[src/rtl/fetch_mem_unit.sv]
// Fetch/memory access unit: serialises instruction fetches and data loads/stores
// onto a single ack-based memory port and owns the PC, IR and data registers.
module fetch_mem_unit #(
    parameter logic [31:0] RESET_PC = 32'h0000_0000
) (
    input  logic        i_clk,
    input  logic        i_rstn,
    input  logic        i_ir_write,
    input  logic        i_pc_write,
    input  logic        i_adr_src,
    input  logic        i_data_read,
    input  logic        i_mem_write,
    input  logic [31:0] i_pc_next,
    input  logic [31:0] i_alu_result,
    input  logic [31:0] i_wdata,
    input  logic        i_mem_ack,
    input  logic [31:0] i_mem_rdata,
    output logic        o_mem_req,
    output logic        o_mem_we,
    output logic [31:0] o_mem_addr,
    output logic [31:0] o_mem_wdata,
    output logic        o_stall,
    output logic [31:0] o_instr,
    output logic [31:0] o_pc,
    output logic [31:0] o_old_pc,
    output logic [31:0] o_data
);

    typedef enum logic [1:0] {
        IDLE = 2'd0,
        REQ  = 2'd1,
        DONE = 2'd2
    } state_t;

    state_t      state_q;
    state_t      state_d;

    logic        fetch_q;
    logic        we_q;
    logic [31:0] addr_q;
    logic [31:0] wdata_q;
    logic [31:0] pc_q;
    logic [31:0] old_pc_q;
    logic [31:0] instr_q;
    logic [31:0] data_q;

    logic        start_fetch;
    logic        start_data;
    logic        acked;

    // Fetch wins over a data access requested in the same IDLE cycle.
    assign start_fetch = (state_q == IDLE) && i_ir_write;
    assign start_data  = (state_q == IDLE) && !i_ir_write && i_adr_src
                         && (i_data_read || i_mem_write);
    assign acked       = (state_q == REQ) && i_mem_ack;

    always_comb begin
        state_d   = state_q;
        o_mem_req = 1'b0;
        o_stall   = 1'b0;
        unique case (state_q)
            IDLE: begin
                if (start_fetch || start_data) begin
                    state_d = REQ;
                    o_stall = 1'b1;
                end
            end
            REQ: begin
                o_mem_req = 1'b1;
                o_stall   = 1'b1;
                if (i_mem_ack) begin
                    state_d = DONE;
                end
            end
            DONE: begin
                state_d = IDLE;
            end
            default: begin
                state_d = IDLE;
            end
        endcase
    end

    always_ff @(posedge i_clk) begin
        if (!i_rstn) begin
            state_q  <= IDLE;
            fetch_q  <= 1'b0;
            we_q     <= 1'b0;
            addr_q   <= '0;
            wdata_q  <= '0;
            pc_q     <= RESET_PC;
            old_pc_q <= RESET_PC;
            instr_q  <= '0;
            data_q   <= '0;
        end else begin
            state_q <= state_d;
            if (start_fetch) begin
                fetch_q <= 1'b1;
                we_q    <= 1'b0;
                addr_q  <= pc_q;
                wdata_q <= i_wdata;
            end else if (start_data) begin
                fetch_q <= 1'b0;
                we_q    <= i_mem_write;
                addr_q  <= i_alu_result;
                wdata_q <= i_wdata;
            end else if (state_q == IDLE && i_pc_write) begin
                pc_q <= i_pc_next;
            end
            // PC advance of a fetch is deferred to its ack so it happens once.
            if (acked) begin
                if (fetch_q) begin
                    instr_q  <= i_mem_rdata;
                    old_pc_q <= pc_q;
                    if (i_pc_write) begin
                        pc_q <= i_pc_next;
                    end
                end else if (!we_q) begin
                    data_q <= i_mem_rdata;
                end
            end
        end
    end

    assign o_mem_we    = o_mem_req && we_q;
    assign o_mem_addr  = addr_q;
    assign o_mem_wdata = wdata_q;
    assign o_instr     = instr_q;
    assign o_pc        = pc_q;
    assign o_old_pc    = old_pc_q;
    assign o_data      = data_q;

endmodule

[config.mk]
export PLATFORM = sky130hd
export DESIGN_NAME = fetch_mem_unit
export DESIGN_NICKNAME = d
export VERILOG_FILES = /design/src/rtl/fetch_mem_unit.sv
export SDC_FILE = /design/constraint.sdc
export NUM_CORES = 1
export LEC_CHECK = 0
export CORE_MARGIN = 2
export CORE_UTILIZATION = 30
export CTS_BUF_LIST = sky130_fd_sc_hd__clkbuf_16
export CTS_CLUSTER_SIZE = 25
export DETAILED_ROUTE_END_ITERATION = 10
export GPL_ROUTABILITY_DRIVEN = 0
export PLACE_DENSITY = 0.61
export RECOVER_POWER = 50
export SYNTH_ARGS = -nofsm -noshare
export SYNTH_HDL_FRONTEND = slang
export SYNTH_SLANG_ARGS = --single-unit
[constraint.sdc]
create_clock -name i_clk -period 1.8 [get_ports i_clk]
set_input_delay 0.36 -clock i_clk [delete_from_list [all_inputs] [get_ports i_clk]]
set_output_delay 0.36 -clock i_clk [all_outputs]
set_load 0.005 [all_outputs]
# --- After elaboration in Yosys (flattened, before gate mapping) ---
# Index checks and enable logic that the tools add are counted.
totals:
  register_bits: 196
  elab_cells: 49
  inputBits: 136
  out_inout_bits: 195
op_classes:
  muxes: 18
  bitwise_logic: 3
  eq_ne: 3
  reduce_logical: 16
ops:
  columns: ["cell", "count"]
  rows:
  - ["32-bit 2-to-1 mux", 10]
  - ["1-bit logical AND", 7]
  - ["1-bit 2-to-1 mux", 4]
  - ["2-bit 2-to-1 mux", 2]
  - ["2-bit case mux with 2 select lines", 1]
  - ["2-bit AND reduction", 2]
  - ["1-bit inverter", 3]
  - ["3-bit AND reduction", 1]
  - ["2-bit by 1-bit equality test with 1-bit output (second input constant)", 1]
  - ["2-bit zero test", 1]
  - ["1-bit logical OR", 2]
  - ["2-bit by 1-bit inequality test with 1-bit output (second input constant)", 1]
  - ["2-bit inequality test (second input constant)", 1]
  - ["1-bit case mux with 2 select lines", 1]
  - ["2-bit nonzero test", 1]
  - ["2-bit OR reduction", 1]
  - ["1-bit zero test", 1]

# --- Logic depth before layout (Yosys ltp) ---
logic_depth:
  ltp_word: 9
  ltp_mapped: 6
  depth_no_buf: 3

# --- Worst setup path after synthesis ---
# No wires, ideal clock.
synth_path:
  path_kind: "input port to output port"
  start: "input port i_ir_write"
  end: "output port o_stall"
  path_buffers: 3
  t_arrival_ns: 1.341
  required_time_ns: 1.440
  slack_ns: 0.099
  cell_stages: 6
  cell_sequence: "buf_2 -> or3_1 -> buf_2 -> buf_2 -> nand3_1 -> nand2_1"
synth_via:
  elab_chain_len: 7
  elab_cells_between_ends: 8
  cone_classes: "mux (2); reduce/logical (6)"
synth_rtl:
  columns: ["element", "line_no", "text"]
  rows:
  - ["start, declared", "8", "input logic i_ir_write,"]
  - ["1-bit zero test", "53", "assign start_data = (state_q == IDLE) && !i_ir_write && i_adr_src"]
  - ["1-bit logical AND (2 in series)", "53", null]
  - ["1-bit logical AND", "54", "&& (i_data_read || i_mem_write);"]
  - ["1-bit logical OR *", "63", "if (start_fetch || start_data) begin"]
  - ["1-bit 2-to-1 mux *", "63", null]
  - ["1-bit case mux with 2 select lines *", "61", "unique case (state_q)"]
  - ["end, declared", "22", "output logic o_stall,"]
# Mark *: on every way between the ends. The rest lies on a longest branch, timed or not.

# --- Final worst setup path ---
layout_path:
  start: "register pc_q[29], in the netlist o_pc[29]"
  end: "output port o_pc[29]"
layout_rtl:
  columns: ["element", "line_no", "text"]
  rows:
  - ["start, declared", "42", "logic [31:0] pc_q;"]
  - ["start signal, assigned", "108", "pc_q <= i_pc_next;"]
  - ["start signal, assigned", "116", "pc_q <= i_pc_next;"]
  - ["end, declared", "24", "output logic [31:0] o_pc,"]
# No word-level cell between the ends.

==> results.txt <==
The routed design could run at a clock period as short as 1750 ps. The fraction of post-synthesis cell area in the top cell type by area was 0.506; the total vias in the final route was 8029. The path type of the worst setup path was flip-flop to output pin.

After detailed routing, the average wire length per cell comes to 18.3 µm. The sort of element at the end of the critical path is an output pin. The count of state elements after synthesis works out to 196.

The maximum vdd ir drop came out at 0.480 mV. sky130_fd_sc_hd__dfxtp_1 takes more of the synthesized area than any other cell. The flow ran to the end, and the final reports show no timing, DRC or antenna violations. Detailed routing placed a total of 13700 µm of wire on met2.

The tools report the number of buffers inserted for hold repair after clock tree synthesis as 0. Setup repair after global routing left no endpoint under its margin. On the critical path, the stage with the largest delay is an instance of sky130_fd_sc_hd__clkdlybuf4s50_1.

Between clock sinks in the finished design, the worst skew comes to 12.5 ps. The first routing iteration left 582 violations. Setup violations remaining at the end of the flow were counted as 0.

The worst-case headroom to the max-slew limit is 0.470. The tools report the post-place instance area as 11600 µm². The number of clock sinks came out at 196. In the routed design, unresolved DRC markers number 0. Walking the worst path, the cells encountered are clkdlybuf4s50_1. The first-pass GRT wire length is 43500 µm, and the setup total negative slack is 0 ps. For the starting density of the core, the log shows 0.307. 331 I/O pins were placed. Entering global routing, the biggest net connects 65 pins. The H-tree generated during clock tree synthesis spans 4 levels.

The tools report the sequential share of the synthesized area as 0.506. Buffers inserted during clock tree synthesis total 17. In this run the worst hold path is classified as primary input to flip-flop.

The detailed router used layers up to and including met4. In this run the worst path has a maximum fanout of 4. For the utilization after layout, the log shows 0.484. Detailed placement finished with a half-perimeter wire length of 19400 µm. For the final design instance area without fill, the log shows 12200 µm². The tools report the count of nets after finishing as 1370. The tools report the wire length on met3 as 2260 µm.

TritonCTS built the clock tree. The tools report the met1 layer wirelength in the final routing as 12200 µm. The analysis attributes to cell leakage a power of 4.50 nW. The overall routing resource usage is 0.205, and the final worst-path cycle share is 0.974. The region available for standard cell placement spans 25300 µm². The tools report the max capacitance violation total as 0. Clock latency on the worst-skew pair, taken at its later pin, is 440 ps. The primary flip-flop cell chosen by synthesis mapping was sky130_fd_sc_hd__dfxtp_1.

Delay of the slowest cell on the worst path: 570 ps. The clock-pin slew on the worst setup and hold paths is 80 ps. The buffer levels on the longest clock path was 2; the detailed-router iteration count before antenna repair was 5. STA classifies the critical path startpoint as a flip-flop. Static timing analysis puts the maximum clock frequency at 570 MHz. For the pin with the worst max-slew slack, the measured transition is 795 ps. The floorplan die area is 27200 µm².

Cell with the most instances after synthesis: sky130_fd_sc_hd__nand2_1. The detailed-route vias per instance works out to 5.09. The share of synthesized registers carrying an async set or reset came out at 0. The fraction of layout cells with a size suffix above 1 was 0.0826; the power density relative to cell area was 881 nW/µm². A synthesized cell averages 8.32 µm². Synthesized cell area: 7760 µm².

The number of failing hold endpoints at the final stage is 0, and the number of enable flip-flop cells after synthesis is 0. Data on the critical path is required at its endpoint by 1440 ps. Synthesis produced a netlist with a net count of 1069. The die width works out to 165 µm. The buffer and inverter count on the worst path was 1. Once detail routing completed, the nets flagged for antenna violations numbered 0. Residual overflow from global routing: 0. Number of antenna violations at the first check in global routing: 1. During synthesis, Yosys emitted a total of 0 warnings.

The tree is rooted in a sky130_fd_sc_hd__clkbuf_16. After synthesis, the most frequently instantiated cells are sky130_fd_sc_hd__nand2_1, sky130_fd_sc_hd__dfxtp_1, sky130_fd_sc_hd__a21oi_1. After synthesis, the cell types taking the most area are sky130_fd_sc_hd__dfxtp_1, sky130_fd_sc_hd__nand2_1, sky130_fd_sc_hd__a21oi_1, sky130_fd_sc_hd__mux2i_1, sky130_fd_sc_hd__a311oi_1. STA puts the critical path data arrival time at 1390 ps. In this design, the largest share of critical-path delay is due to buffers and inverters. The routed design has 28900 µm of wire. The logs give 0 for the final-report max-slew violation count and 933 for the count of mapped cells out of synthesis. The die is 165 µm tall. Relative to the synthesized area, the layout overhead comes to 57.6%. Input and output buffers added on the ports amount to 330.

In this run the core area contains 58 standard-cell rows. The number of global-route vias before repair was 7700; the number of library cell types mapped by synthesis was 34.
-- state kept, by name, summed over array words and instances, names as in the netlist --
name,flops
o_data,32
o_instr,32
o_mem_addr,32
o_mem_wdata,32
o_old_pc,32
o_pc,32
state_q,2
fetch_q,1
we_q,1
-- layout make-up --
| cell class | instances | area, µm² |
|---|---|---|
| Fill cell | 2429 | 13000 |
| Sequential cell | 196 | 3940 |
| Timing Repair Buffer | 380 | 3870 |
| Multi-Input combinational cell | 637 | 3420 |
| Clock buffer | 17 | 425 |
| Tap cell | 330 | 413 |
| Clock inverter | 15 | 163 |
| Inverter | 2 | 10.0 |
| Antenna cell | 1 | 2.50 |
-- worst paths after layout --
kind / from / endpoint / slack, ps / depth (start not counted)
setup / recovery: o_pc[29] / o_pc[29] / 50 / 1
hold / removal: i_rstn / state_q[1] / 410 / 3
setup reg to reg: state_q[1] / o_mem_wdata[24] / 130 / 5
hold reg to reg: o_instr[27] / o_instr[27] / 450 / 2
-- per-layer routing --
layer  GRT usage  up-vias
li1            -     3878
met1       0.254     3835
met2       0.339      277
met3      0.0615       39
met4      0.0684        0
met5           0        -
-- timing repair --
| item | CTS | global route |
|---|---|---|
| pin swaps | 2 | 0 |
| gates resized for setup | 14 | 11 |
| endpoints found under the setup margin | 25 | 9 |
| setup buffers | 1 | 1 |
-- cell families (layout without fill, tap and decap cells) --
group / Yosys count / count (layout) / share of synthesized area
buffers and inverters: 100 / 414 / 0.0577
and+or+nand+nor: 342 / 342 / 0.191
AOI/OAI and AO/OA: 263 / 263 / 0.204
DFF: 196 / 196 / 0.506
other: 0 / 1 / 0
muxes: 32 / 32 / 0.0413
-- power breakdown --
group	switching (mW)	internal, mW
Sequential	0.161	4.59
Clock	1.94	1.98
Combinational	0.989	1.10
-- through the flow --
stage	setup slack, ps	power [mW]	hold slack, ps	cells
floorplan	99.2	5.70	453	933
global placement	-549	6.95	441	1543
detailed placement	-593	6.96	445	1543
CTS	0.673	10.9	394	1576
global route	4.03	11.2	416	1578
finish	46.2	10.8	413	1578
-- cell usage in the layout, fill, tap and decap left out, types with 4 or more instances in the layout --
master	instances
sky130_fd_sc_hd__a21oi_1	130
sky130_fd_sc_hd__a311oi_1	32
sky130_fd_sc_hd__a31oi_1	32
sky130_fd_sc_hd__buf_12	17
sky130_fd_sc_hd__buf_4	30
sky130_fd_sc_hd__clkbuf_16	17
sky130_fd_sc_hd__clkdlybuf4s50_1	315
sky130_fd_sc_hd__dfxtp_1	189
sky130_fd_sc_hd__dfxtp_2	6
sky130_fd_sc_hd__dlygate4sd2_1	4
sky130_fd_sc_hd__dlygate4sd3_1	5
sky130_fd_sc_hd__inv_8	5
sky130_fd_sc_hd__mux2i_1	32
sky130_fd_sc_hd__nand2_1	257
sky130_fd_sc_hd__nand3_1	32
sky130_fd_sc_hd__nand4_1	32
sky130_fd_sc_hd__o21ai_0	34
sky130_fd_sc_hd__o31ai_1	33
Power figures use the tool's default switching activity.
